--- config.mk ---
export PLATFORM = sky130hd
export DESIGN_NAME = mux_8x1_scanner_flat
export DESIGN_NICKNAME = d
export VERILOG_FILES = /design/src/rtl/mux_8x1_scanner_if.sv /design/src/rtl/mux_8x1_scanner.sv /design/src/flat_wrapper.sv
export SDC_FILE = /design/constraint.sdc
export NUM_CORES = 1
export LEC_CHECK = 0
export BUFFER_PORTS_ARGS = -buffer_cell sky130_fd_sc_hd__buf_2
export CORE_AREA = 3 3 45 55
export CTS_CLUSTER_DIAMETER = 60
export DETAILED_ROUTE_END_ITERATION = 8
export DIE_AREA = 0 0 48 58
export PLACE_DENSITY = 0.81
export SLEW_MARGIN = 20
export SYNTH_ARGS = -nofsm -noshare
export SYNTH_HDL_FRONTEND = slang
export SYNTH_SLANG_ARGS = --single-unit
--- constraint.sdc ---
create_clock -name clk -period 1.92 [get_ports clk]
set_input_delay 0.192 -clock clk [delete_from_list [all_inputs] [get_ports clk]]
set_output_delay 0.192 -clock clk [all_outputs]
set_load 0.1 [all_outputs]
--- src/rtl/mux_8x1_scanner_if.sv ---
// rtl/mux_8x1_scanner_if.sv - lane/frame bundle between the 8:1 scanner and its driver
interface mux_8x1_scanner_if;
    logic       en;
    logic       sync;
    logic [7:0] in;
    logic [2:0] s;
    logic       out;
    logic [7:0] frame;
    logic       frame_valid;

    modport master (
        output en, sync, in,
        input  s, out, frame, frame_valid
    );

    modport slave (
        input  en, sync, in,
        output s, out, frame, frame_valid
    );
endinterface

--- src/rtl/mux_8x1_scanner.sv ---
// rtl/mux_8x1_scanner.sv - round-robin 8:1 lane scanner assembling one 8-bit frame per sweep
module mux_8x1_scanner #(
    parameter int HOLD_CYCLES = 4
) (
    input  logic               clk,
    input  logic               rst,
    mux_8x1_scanner_if.slave   bus
);
    localparam int CW = (HOLD_CYCLES > 1) ? $clog2(HOLD_CYCLES) : 1;
    localparam logic [CW-1:0] LAST = CW'(HOLD_CYCLES - 1);

    logic [CW-1:0] cnt_q, cnt_d;
    logic [2:0]    s_q, s_d;
    logic          out_q, out_d;
    logic [7:0]    asm_q, asm_d;
    logic [7:0]    frame_q, frame_d;
    logic          fv_q, fv_d;
    logic          last_dwell;

    assign last_dwell = bus.en && (cnt_q == LAST);

    always_comb begin
        cnt_d   = cnt_q;
        s_d     = s_q;
        asm_d   = asm_q;
        frame_d = frame_q;
        fv_d    = 1'b0;
        out_d   = bus.in[s_q];
        if (bus.sync) begin
            // Restart wins over a completion landing on the same edge.
            cnt_d = '0;
            s_d   = 3'd0;
            asm_d = 8'h00;
        end else if (last_dwell) begin
            cnt_d        = '0;
            s_d          = s_q + 3'd1;
            asm_d[s_q]   = bus.in[s_q];
            if (s_q == 3'd7) begin
                frame_d = {bus.in[7], asm_q[6:0]};
                fv_d    = 1'b1;
                asm_d   = 8'h00;
            end
        end else if (bus.en) begin
            cnt_d = cnt_q + CW'(1);
        end
    end

    always_ff @(posedge clk) begin
        if (rst) begin
            cnt_q   <= '0;
            s_q     <= 3'd0;
            out_q   <= 1'b0;
            asm_q   <= 8'h00;
            frame_q <= 8'h00;
            fv_q    <= 1'b0;
        end else begin
            cnt_q   <= cnt_d;
            s_q     <= s_d;
            out_q   <= out_d;
            asm_q   <= asm_d;
            frame_q <= frame_d;
            fv_q    <= fv_d;
        end
    end

    assign bus.s           = s_q;
    assign bus.out         = out_q;
    assign bus.frame       = frame_q;
    assign bus.frame_valid = fv_q;
endmodule

--- src/flat_wrapper.sv ---
// flat-port wrapper written by rule: the top's interface ports become plain ports
module mux_8x1_scanner_flat 
#(
    parameter int HOLD_CYCLES = 4
)
  (clk, rst, bus_en, bus_sync, bus_in, bus_s, bus_out, bus_frame, bus_frame_valid);
  mux_8x1_scanner_if bus_i ();
  input  logic clk;
  input  logic rst;
  input wire logic [$bits(bus_i.en)-1:0] bus_en;
  input wire logic [$bits(bus_i.sync)-1:0] bus_sync;
  input wire logic [$bits(bus_i.in)-1:0] bus_in;
  output wire logic [$bits(bus_i.s)-1:0] bus_s;
  output wire logic [$bits(bus_i.out)-1:0] bus_out;
  output wire logic [$bits(bus_i.frame)-1:0] bus_frame;
  output wire logic [$bits(bus_i.frame_valid)-1:0] bus_frame_valid;
  assign bus_i.en = bus_en;
  assign bus_i.sync = bus_sync;
  assign bus_i.in = bus_in;
  assign bus_s = bus_i.s;
  assign bus_out = bus_i.out;
  assign bus_frame = bus_i.frame;
  assign bus_frame_valid = bus_i.frame_valid;
  mux_8x1_scanner #(.HOLD_CYCLES(HOLD_CYCLES)) u_core (.clk(clk), .rst(rst), .bus(bus_i));
endmodule
======== Yosys cells after proc, flatten, opt, wreduce, memory -nomap -nowiden ========
Index checks and enable logic that the tools add are counted.
word-level totals
  logic and storage cells ................. 27
  input bits .............................. 12
  register bits ........................... 23
  output and inout port bits .............. 13
operators by class
  bitwise operators ....................... 2
  reduce and logical (&&, ||, !) cells .... 6
  $add $sub $neg .......................... 2
  muxes and demuxes ....................... 7
  equal/unequal tests ..................... 2
  magnitude comparators ................... 2
operator list
  operator                                              count
  bitwise mux 8 bit                                     1
  two-way mux 8 bit                                     1
  OR reduction 3 bit                                    2
  < comparator 3 x 4 -> 1 bit (second input constant)   1
  adder 3 x 1 -> 3 bit (second input constant)          1
  binary-select mux 1 bit (select 3 bit)                1
  demux 1 bit (select 3 bit)                            1
  == test 3 bit (second input constant)                 1
  >= comparator 3 x 1 -> 1 bit (second input constant)  1
  two-way mux 1 bit                                     3
  AND reduction 3 bit                                   1
  adder 2 x 1 -> 2 bit (second input constant)          1
  == test 2 bit (second input constant)                 1
  logical AND 1 bit                                     2
  inverter 1 bit                                        2
  OR reduction 2 bit                                    1

======== Longest topological paths before layout ========
Gate-level depths: netlist of run 1.
  word-level depth ........................ 6
  depth in mapped cells ................... 6
  depth with buffers taken out ............ 5

======== Least setup slack after synthesis of run 1 ========
OpenSTA, ideal clock, no wires.
  path type ............................... register to register
  from .................................... register u_core.s_q[1] (netlist: u_core.bus.s[1])
  to ...................................... register u_core.frame_q[0] (netlist: u_core.bus.frame[0])
  data required time ...................... 1.849 ns
  buffers on the path ..................... 1
  setup slack ............................. -0.268 ns
  setup time .............................. 0.071 ns
  period minus slack after synthesis ...... 2.188 ns
  arrival time ............................ 2.118 ns
  cell stages (with the launch flop) ...... 7
  cell sequence ........................... dfxtp_1 > ha_1 > ha_1 > and4b_1 > clkbuf_1 > nand2_1 > a21oi_1
on the way
  longest elaborated chain between the ends .. 2
RTL lines
  element                        line                   text
  start: declaration             mux_8x1_scanner.sv:13  logic [2:0] s_q, s_d;
  start signal: assignment       mux_8x1_scanner.sv:51  s_q <= 3'd0;
  start signal: assignment       mux_8x1_scanner.sv:58  s_q <= s_d;
  == test 3 bit                  mux_8x1_scanner.sv:38  if (s_q == 3'd7) begin
  AND reduction 3 bit (no line)  -
  end signal: assignment         mux_8x1_scanner.sv:61  frame_q <= frame_d;
  end: declaration               mux_8x1_scanner.sv:16  logic [7:0] frame_q, frame_d;
No other way between the ends.
A chain may end at the register's enable or synchronous reset.

======== Worst setup path after layout of run 1 ========
  from .................................... register u_core.s_q[0] (netlist: u_core.bus.s[0])
  to ...................................... register u_core.asm_q[1]
on the way
  longest elaborated chain between the ends .. 6
  elaborated cells between the ends (all ways) .. 10
  classes of those cells .................. order compare (2); eq/ne (1); mux (6); reduce/logical (1)
RTL lines
  element                                                                                                   line                   text
  < comparator 3 x 4 -> 1 bit (not written as such) / >= comparator 3 x 1 -> 1 bit (equally long branches)  mux_8x1_scanner.sv:37  asm_d[s_q] = bus.in[s_q];
  logical AND 1 bit (not written as such)                                                                   mux_8x1_scanner.sv:37
  two-way mux 1 bit (not written as such)                                                                   mux_8x1_scanner.sv:37
  demux 1 bit (select 3 bit)                                                                                -
  bitwise mux 8 bit                                                                                         mux_8x1_scanner.sv:37
  two-way mux 8 bit *                                                                                       mux_8x1_scanner.sv:38
  end signal: assignment                                                                                    mux_8x1_scanner.sv:60  asm_q <= asm_d;
  end: declaration                                                                                          mux_8x1_scanner.sv:15  logic [7:0] asm_q, asm_d;
Every way passes the cells marked *; elsewhere a longest branch is shown, timed or not. The select of a mux whose other input is x is not followed.

==> impl_metrics.json, run 1 <==
{
  "status": "finished, violations left",
  "violations": "DRC",
  "met2_length_um": 1020,
  "synth_ff_type": "dfxtp_1",
  "fmax_ghz": 0.579,
  "synth_area_leader_cell": "dfxtp_1",
  "nNetsFinal": 156,
  "end_kind": "flip-flop",
  "slew_headroom_pct": 67.6,
  "ant_nets": 0,
  "clock_sinks": 22,
  "slew_violations": 0,
  "path_max_fanout": 12,
  "fp.coreArea_um2": 2030,
  "drt_first_pass_iters": 6,
  "dieHeight_um": 58,
  "dp.cells": 156,
  "wl_um": 2140,
  "synth.avg_cell_area_um2": 8.38,
  "hp-class": "primary input to flip-flop",
  "clock_path_buffers": 2,
  "syn_area_um2": 1010,
  "cts_hold_buf": 0,
  "synth.area.top_cells": "dfxtp_1 44%, nand2_1 9.7%, a21oi_1 9.0%",
  "critPathMaxStageDelay_ns": 0.42,
  "multi_input_area_um2": 522,
  "vias_per_cell": 5.63,
  "drive_above_1_share_pct": 24.3,
  "clock_latency_ns": 0.30,
  "die_area_um2": 2780,
  "post-dp-hpwl_um": 1650,
  "numPortBuffers": 24,
  "p_leak_nw": 0.448,
  "cts_buffers": 3,
  "ios": 25,
  "criticalPathCategory": "flip-flop to flip-flop",
  "cp_slowest_cell": "a311oi_1",
  "fill_cells": 203,
  "drc": 2,
  "setup_viol": 0,
  "syn_nets": 135,
  "first_iter_violations": 20,
  "async_reset_ff_share_pct": 0,
  "place_congestion": 0.889,
  "min_period_over_period_pct": 89.9,
  "min_period_ns": 1.73,
  "grt-ovfl-total": 0,
  "wl_met1_um": 950,
  "path_buf_inv": 0,
  "cts-root-buf": "clkbuf_4",
  "synth_common_cells": "26 x nand2_1, 22 x dfxtp_1, 18 x a21oi_1",
  "antenna_found_initial": 0,
  "maxCapViolations": 0,
  "syn_inst": 120,
  "path_cells": "ha_1 > ha_1 > a311oi_1 > o311ai_0 > o21ai_1",
  "synth.distinct_cells": 29,
  "synth.most_common_cell": "nand2_1",
  "power.density_nw_per_um2": 735,
  "cts_setup_buffers": 0,
  "cp_common_cell": "ha_1",
  "hold_violations": 0,
  "wl_per_cell_um": 13.4,
  "top_layer": "met4",
  "wl_met3_um": 128,
  "ys_ff_latch": 22,
  "start_kind": "flip-flop",
  "grt_pass1_vias": 838,
  "yosysTopAreaCellShare_pct": 43.8,
  "grt_pass1_wl_um": 3520,
  "die_x_um": 48,
  "track_usage_pct": 17.0,
  "start_util_pct": 49.6,
  "rows": 18,
  "synth_enable_flop_cells": 0,
  "setup_tns_ns": 0,
  "arrival_ns": 1.96,
  "diodes": 0,
  "yosysSeqAreaShare_pct": 43.8,
  "peakVddDrop_uv": 421,
  "crit_family": "compound AO/OA/AOI/OAI gates",
  "vias": 901,
  "cts_tree": "yes",
  "skew_ns": 0.00904,
  "tightest_slew_ns": 0.489,
  "cts_resized": 0,
  "required_ns": 2.16,
  "ys_warn_count": 0,
  "rsz0062_at_grt": "no",
  "regArea_um2": 444,
  "final_cells": 160,
  "cts.clk_slew.worst_paths_ns": 0.13,
  "htreeDepth": 1,
  "grt_start_max_net_pins": 15,
  "area.growth.synth_to_final_pct": 16.0
}
-- registers in the layout, summed over array words and instances (netlist names) --
register	count
u_core.asm_q	7
u_core.bus.frame	8
u_core.bus.frame_valid	1
u_core.bus.out	1
u_core.bus.s	3
u_core.cnt_q	2
-- path summary, 6_finish.rpt --
path,start,to,slack [ns],cells past startpoint
worst max register to register,u_core.bus.s[0],u_core.asm_q[1],0.19,5
worst min-delay path,bus_in[7],u_core.bus.frame[7],0.13,3
worst min register to register,u_core.asm_q[4],u_core.bus.frame[4],0.46,2
worst max-delay path,u_core.bus.s[0],u_core.asm_q[1],0.19,5
-- worst reg2reg max path, cell delays in order, from the launching register on --
cell and delay (ns):
dfxtp_2 0.41, ha_1 0.26, ha_1 0.25, a311oi_1 0.42, o311ai_0 0.21, o21ai_1 0.11
-- stage by stage --
step                utilization, %  worst slack (ns)  area, um2  hold WS [ns]  power (mW)
global placement              55.0             0.291       1110         0.441       0.516
finish                        57.6             0.193       1170         0.126       0.858
floorplan                        -            0.0923       1010         0.328       0.499
CTS                           57.6             0.202       1170         0.126       0.864
global route                  57.6             0.107       1170         0.127       0.890
detailed placement            55.0             0.234       1110         0.444       0.518
-- power breakdown --
| group | switching, mW | total [mW] | internal [mW] |
|---|---|---|---|
| logic | 0.0307 | 0.0475 | 0.0167 |
| clock network | 0.140 | 0.350 | 0.211 |
| registers | 0.00124 | 0.460 | 0.459 |
| total | 0.172 | 0.858 | 0.686 |
-- cell families after synthesis --
kind of cell / share of synthesized area, %
mux: 6.22
flops: 43.8
fa+ha+maj: 3.73
simple gates: 27.2
buf+inv: 4.35
compound gates: 14.7
-- cell usage in the layout (no fill, tap or decap), types with 2 or more instances in the layout --
cell type | synthesis | final
dfxtp_1 | 22 | 19
a21oi_1 | 18 | 18
clkbuf_4 | 0 | 3
nand2b_1 | 2 | 2
nand3b_1 | 2 | 2
mux2i_1 | 4 | 4
nand4b_1 | 2 | 2
nand2_1 | 26 | 26
buf_2 | 2 | 24
o21ai_1 | 2 | 2
o21ai_0 | 3 | 3
nand3_1 | 5 | 5
ha_1 | 3 | 3
nor2_1 | 5 | 5
nor2b_1 | 2 | 2
nand4_1 | 4 | 4
dfxtp_2 | 0 | 3
-- layer usage --
layer	vias to the layer above	track usage (%)
met5	-	0
met4	0	5.77
met1	399	21.6
li1	461	-
met3	4	2.80
met2	37	28.2
-- area by class of cell --
class / instances / area share, %
multi-input combinational: 89 / 44.7
sequential: 22 / 38.0
timing repair buffer: 24 / 10.3
clock inverter: 1 / 2.57
tap: 20 / 2.14
clock buffer: 3 / 1.93
inverter: 1 / 0.322
No activity file was read; power rests on OpenSTA's default activity.
==> run 2, diff against run 1 <==
--- a/config.mk
+++ b/config.mk
@@ -5,12 +5,13 @@
 export SDC_FILE = /design/constraint.sdc
 export NUM_CORES = 1
 export LEC_CHECK = 0
+export ABC_AREA = 0
 export BUFFER_PORTS_ARGS = -buffer_cell sky130_fd_sc_hd__buf_2
 export CORE_AREA = 3 3 45 55
 export CTS_CLUSTER_DIAMETER = 60
 export DETAILED_ROUTE_END_ITERATION = 8
 export DIE_AREA = 0 0 48 58
-export PLACE_DENSITY = 0.81
+export PLACE_DENSITY = 0.72
 export SLEW_MARGIN = 20
 export SYNTH_ARGS = -nofsm -noshare
 export SYNTH_HDL_FRONTEND = slang
==> run 2 against run 1 <==
Against the previous run: largest cell class unchanged; the run now ends clean; largest power group unchanged; power is 17% lower; register-to-register slack hardly changed; critical path type unchanged; setup slack better by 0.013 ns.
==> impl_metrics.json, run 2 (synthesis gave the netlist of run 1 again) <==
{
  "final_common_cell": "nand2_1",
  "setup_tns_ns": 0,
  "status": "complete, no violations",
  "track_usage_pct": 17.5,
  "place_congestion": 0.818,
  "cts-root-buf": "clkbuf_4",
  "comb_power_share_pct": 6.8,
  "nNetsFinal": 156,
  "dpl-instance-area_um2": 1110,
  "seqPwrFrac_pct": 64.3,
  "numPortBuffers": 24,
  "reg2reg_depth": 5,
  "drc": 0,
  "required_ns": 2.17,
  "clock_path_buffers": 2,
  "hold_ws_ns": 0.129,
  "peakVddDrop_uv": 465,
  "grt_start_max_net_pins": 15,
  "min_period_over_period_pct": 89.3,
  "grt-ovfl-total": 0,
  "skew_ns": 0.00258,
  "cts_setup_buffers": 0,
  "cts_resized": 0,
  "setup_viol": 0,
  "drive_above_1_share_pct": 23.7,
  "post-dp-hpwl_um": 1680,
  "fp.coreArea_um2": 2030,
  "hp-class": "primary input to flip-flop",
  "area.growth.synth_to_final_pct": 13.1,
  "htreeDepth": 1,
  "diodes": 0,
  "grt_pass1_wl_um": 3520,
  "path_max_fanout": 12,
  "wl_per_cell_um": 14.2,
  "setup_ws_ns": 0.206,
  "fin_area_um2": 1140,
  "drt_first_pass_iters": 5,
  "clock_sinks": 22,
  "cts_buffers": 3,
  "cts.clk_slew.worst_paths_ns": 0.11,
  "antenna_found_initial": 0,
  "vias_per_cell": 5.83,
  "dieHeight_um": 58,
  "min_period_ns": 1.71,
  "rows": 18,
  "cts_tree": "yes",
  "net-switching-power_mw": 0.166,
  "wl_um": 2250,
  "tightest_slew_ns": 0.487,
  "swShare_pct": 23.2,
  "fill_cells": 203,
  "pre_cts_ws_ns": 0.216,
  "clock_latency_ns": 0.30,
  "internal_power_mw": 0.549,
  "hold_violations": 0,
  "maxCapViolations": 0,
  "power.density_nw_per_um2": 628,
  "vias": 927,
  "end_kind": "flip-flop",
  "largest_reg_flops": 8,
  "die_x_um": 48,
  "arrival_ns": 1.96,
  "clkPwrFrac_pct": 28.9,
  "grt_pass1_vias": 852,
  "cts_hold_buf": 0,
  "ios": 25,
  "criticalPathCategory": "flip-flop to flip-flop",
  "hold_path_depth": 3,
  "rsz0062_at_grt": "no",
  "p_leak_nw": 0.434,
  "start_util_pct": 49.6,
  "fmax_ghz": 0.584,
  "most-common-layout-cells": "26 x nand2_1, 24 x buf_2, 19 x dfxtp_1",
  "slew_headroom_pct": 67.8,
  "start_kind": "flip-flop",
  "first_iter_violations": 29,
  "die_area_um2": 2780,
  "ant_nets": 0,
  "slew_violations": 0
}
-- run 2: worst paths after layout --
| check | startpoint | endpoint | slack, ns |
|---|---|---|---|
| worst min-delay path | bus_in[7] | u_core.bus.frame[7] | 0.13 |
| worst min register to register | u_core.bus.frame[6] | u_core.bus.frame[6] | 0.46 |
| worst max-delay path | u_core.bus.s[0] | u_core.asm_q[1] | 0.21 |
| worst max register to register | u_core.bus.s[0] | u_core.asm_q[1] | 0.21 |
-- run 2: final cells by class --
| cell class | instances | area, um2 | area share (%) |
|---|---|---|---|
| tap | 20 | 25.0 | 2.20 |
| multi-input combinational | 89 | 522 | 45.9 |
| clock buffer | 3 | 22.5 | 1.98 |
| inverter | 1 | 3.75 | 0.330 |
| sequential | 22 | 444 | 39.1 |
| timing repair buffer | 24 | 120 | 10.6 |
-- run 2: power by group through the flow --
| stage | clock network [mW] | logic (mW) | registers (mW) |
|---|---|---|---|
| after floorplan | 0 | 0.0204 | 0.478 |
| after global placement | 0 | 0.0466 | 0.470 |
| after detailed placement | 0 | 0.0481 | 0.470 |
| after CTS | 0.207 | 0.0483 | 0.460 |
| after global routing | 0.223 | 0.0533 | 0.460 |
| final | 0.206 | 0.0485 | 0.460 |
-- run 2: through the flow --
step	power (mW)	utilization, %	instances
final	0.715	56.1	159
after global routing	0.737	56.1	159
after CTS	0.715	56.1	159
after detailed placement	0.519	55.0	156
after global placement	0.517	55.0	156
after floorplan	0.499	-	120
-- run 2: critical path, stage by stage (launching register included) --
cell and delay [ns]:
dfxtp_2 0.41, ha_1 0.25, ha_1 0.25, a311oi_1 0.40
o311ai_0 0.22, o21ai_1 0.11
-- run 2: metal layers --
layer / GRT usage (%) / vias to the layer above / share of wire (%)
li1: - / 463 / -
met1: 21.0 / 421 / 42
met2: 29.3 / 36 / 50
met3: 1.86 / 7 / 5.5
met4: 8.85 / 0 / 2.3
met5: 0 / - / 0
==> run 3, diff against run 2 <==
--- a/config.mk
+++ b/config.mk
@@ -6,12 +6,13 @@
 export NUM_CORES = 1
 export LEC_CHECK = 0
 export ABC_AREA = 0
-export BUFFER_PORTS_ARGS = -buffer_cell sky130_fd_sc_hd__buf_2
-export CORE_AREA = 3 3 45 55
+export CORE_AREA = 3 3 42 52
 export CTS_CLUSTER_DIAMETER = 60
 export DETAILED_ROUTE_END_ITERATION = 8
-export DIE_AREA = 0 0 48 58
-export PLACE_DENSITY = 0.72
+export DIE_AREA = 0 0 45 55
+export DONT_BUFFER_PORTS = 1
+export GPL_TIMING_DRIVEN = 0
+export PLACE_DENSITY = 0.69
 export SLEW_MARGIN = 20
 export SYNTH_ARGS = -nofsm -noshare
 export SYNTH_HDL_FRONTEND = slang
==> run 3 against run 2 <==
Against the previous run: clock power up 23%; core utilization increased by 4.9 points; first-iteration DRC count fell by 69%.
==> impl_metrics.json, run 3 (synthesis gave the netlist of run 1 again) <==
{
  "vias": 844,
  "ant_nets": 0,
  "area.growth.synth_to_final_pct": 8.33,
  "min_period_over_period_pct": 89.6,
  "dieHeight_um": 55,
  "arrival_ns": 1.97,
  "htreeDepth": 1,
  "grt_pass1_wl_um": 3470,
  "cts.clk_slew.worst_paths_ns": 0.11,
  "cts-root-buf": "clkbuf_4",
  "fill_cells": 189,
  "diodes": 0,
  "skew_ns": 0.00395,
  "tightest_slew_ns": 0.975,
  "maxCapViolations": 0,
  "use_met3_pct": 4.53,
  "busiest_layer": "met2",
  "clock_latency_ns": 0.31,
  "nNetsFinal": 141,
  "required_ns": 2.17,
  "cts_buffers": 3,
  "vias_per_cell": 5.86,
  "drc": 0,
  "grt_pass1_vias": 791,
  "use_met2_pct": 32.8,
  "status": "complete, no violations",
  "regArea_um2": 449,
  "reg2reg_depth": 5,
  "final_common_cell": "nand2_1",
  "largest_reg_flops": 8,
  "hold_violations": 0,
  "start_kind": "flip-flop",
  "rows": 17,
  "dp.cells": 139,
  "slew_headroom_pct": 34.9,
  "fp.coreArea_um2": 1790,
  "min_period_ns": 1.72,
  "track_usage_pct": 19.0,
  "setup_viol": 0,
  "criticalPathCategory": "flip-flop to flip-flop",
  "place_congestion": 0.821,
  "power.density_nw_per_um2": 684,
  "cts_tree": "yes",
  "multi_input_area_um2": 523,
  "hold_path_depth": 2,
  "p_leak_nw": 0.354,
  "grt_util_met1_pct": 21.9,
  "end_kind": "flip-flop",
  "grt_start_max_net_pins": 13,
  "wl_per_cell_um": 14.1,
  "antenna_found_initial": 0,
  "post-dp-hpwl_um": 1540,
  "slew_violations": 0,
  "clock_sinks": 22,
  "rsz0062_at_grt": "no",
  "die_x_um": 45,
  "peakVddDrop_uv": 387,
  "ios": 25,
  "setup_tns_ns": 0,
  "first_iter_violations": 9,
  "start_util_pct": 56.3,
  "die_area_um2": 2480,
  "drive_above_1_share_pct": 12.0,
  "numPortBuffers": 0,
  "fmax_ghz": 0.581,
  "final_cells": 144,
  "hp-class": "primary input to flip-flop",
  "path_max_fanout": 8,
  "grt-ovfl-total": 0,
  "drt_first_pass_iters": 4,
  "most-common-layout-cells": "26 x nand2_1, 19 x dfxtp_1, 18 x a21oi_1",
  "wl_um": 2030,
  "clock_path_buffers": 2
}
==> run 3: final timing paths <==
| check | from | endpoint | slack (ns) |
|---|---|---|---|
| max reg2reg | u_core.bus.s[1] | u_core.bus.frame[3] | 0.20 |
| max | u_core.bus.s[1] | u_core.bus.frame[3] | 0.20 |
| min reg2reg | u_core.asm_q[4] | u_core.bus.frame[4] | 0.46 |
| min | bus_in[4] | u_core.asm_q[4] | 0.02 |
==> run 3: timing repair <==
action	in CTS	in global routing
endpoints found under the hold margin	1	0
hold buffers	1	0
pin swaps	0	1
setup endpoints to repair	8	7
resized for setup	2	1
setup buffers	0	1
==> run 3: final cells by class <==
type	count	area share (%)
repair buffers	2	1.61
well taps	19	2.18
flip-flops and latches	22	41.2
clock buffers	4	3.33
inverters	1	0.344
plain buffers	7	3.33
multi-input cells	89	48.0
==> run 3: worst max-delay path: stages, from the launching register on <==
cell	delay (ns)
dfxtp_4	0.57
ha_1	0.26
ha_1	0.28
and4b_2	0.36
nand2_1	0.08
a21oi_1	0.11
==> run 3: power by group <==
| part | total [mW] | switching [mW] | internal (mW) | leakage [nW] |
|---|---|---|---|---|
| logic | 0.0270 | 0.0159 | 0.0111 | 0.153 |
| registers | 0.465 | 0.00952 | 0.456 | 0.180 |
| clock network | 0.253 | 0.137 | 0.116 | 0.0210 |
| total | 0.745 | 0.162 | 0.583 | 0.354 |
==> run 3: metrics by stage <==
step                setup WS (ns)  hold slack, ns  total power, mW  cell area [um2]  utilization (%)
global route               0.0248         0.00765            0.779             1090             61.0
CTS                         0.101         0.00996            0.753             1080             60.5
global placement          -0.0953           0.332            0.503             1030             57.8
finish                      0.199          0.0158            0.745             1090             61.0
detailed placement         -0.165           0.335            0.504             1030             57.8
floorplan                  0.0923           0.328            0.499             1010                -
==> run 3: routing by layer <==
metal  vias to the layer above  wire length (um)
li1                        432                 -
met1                       379               825
met3                         5               129
met4                         0                40
met2                        28              1030
met5                         -                 0
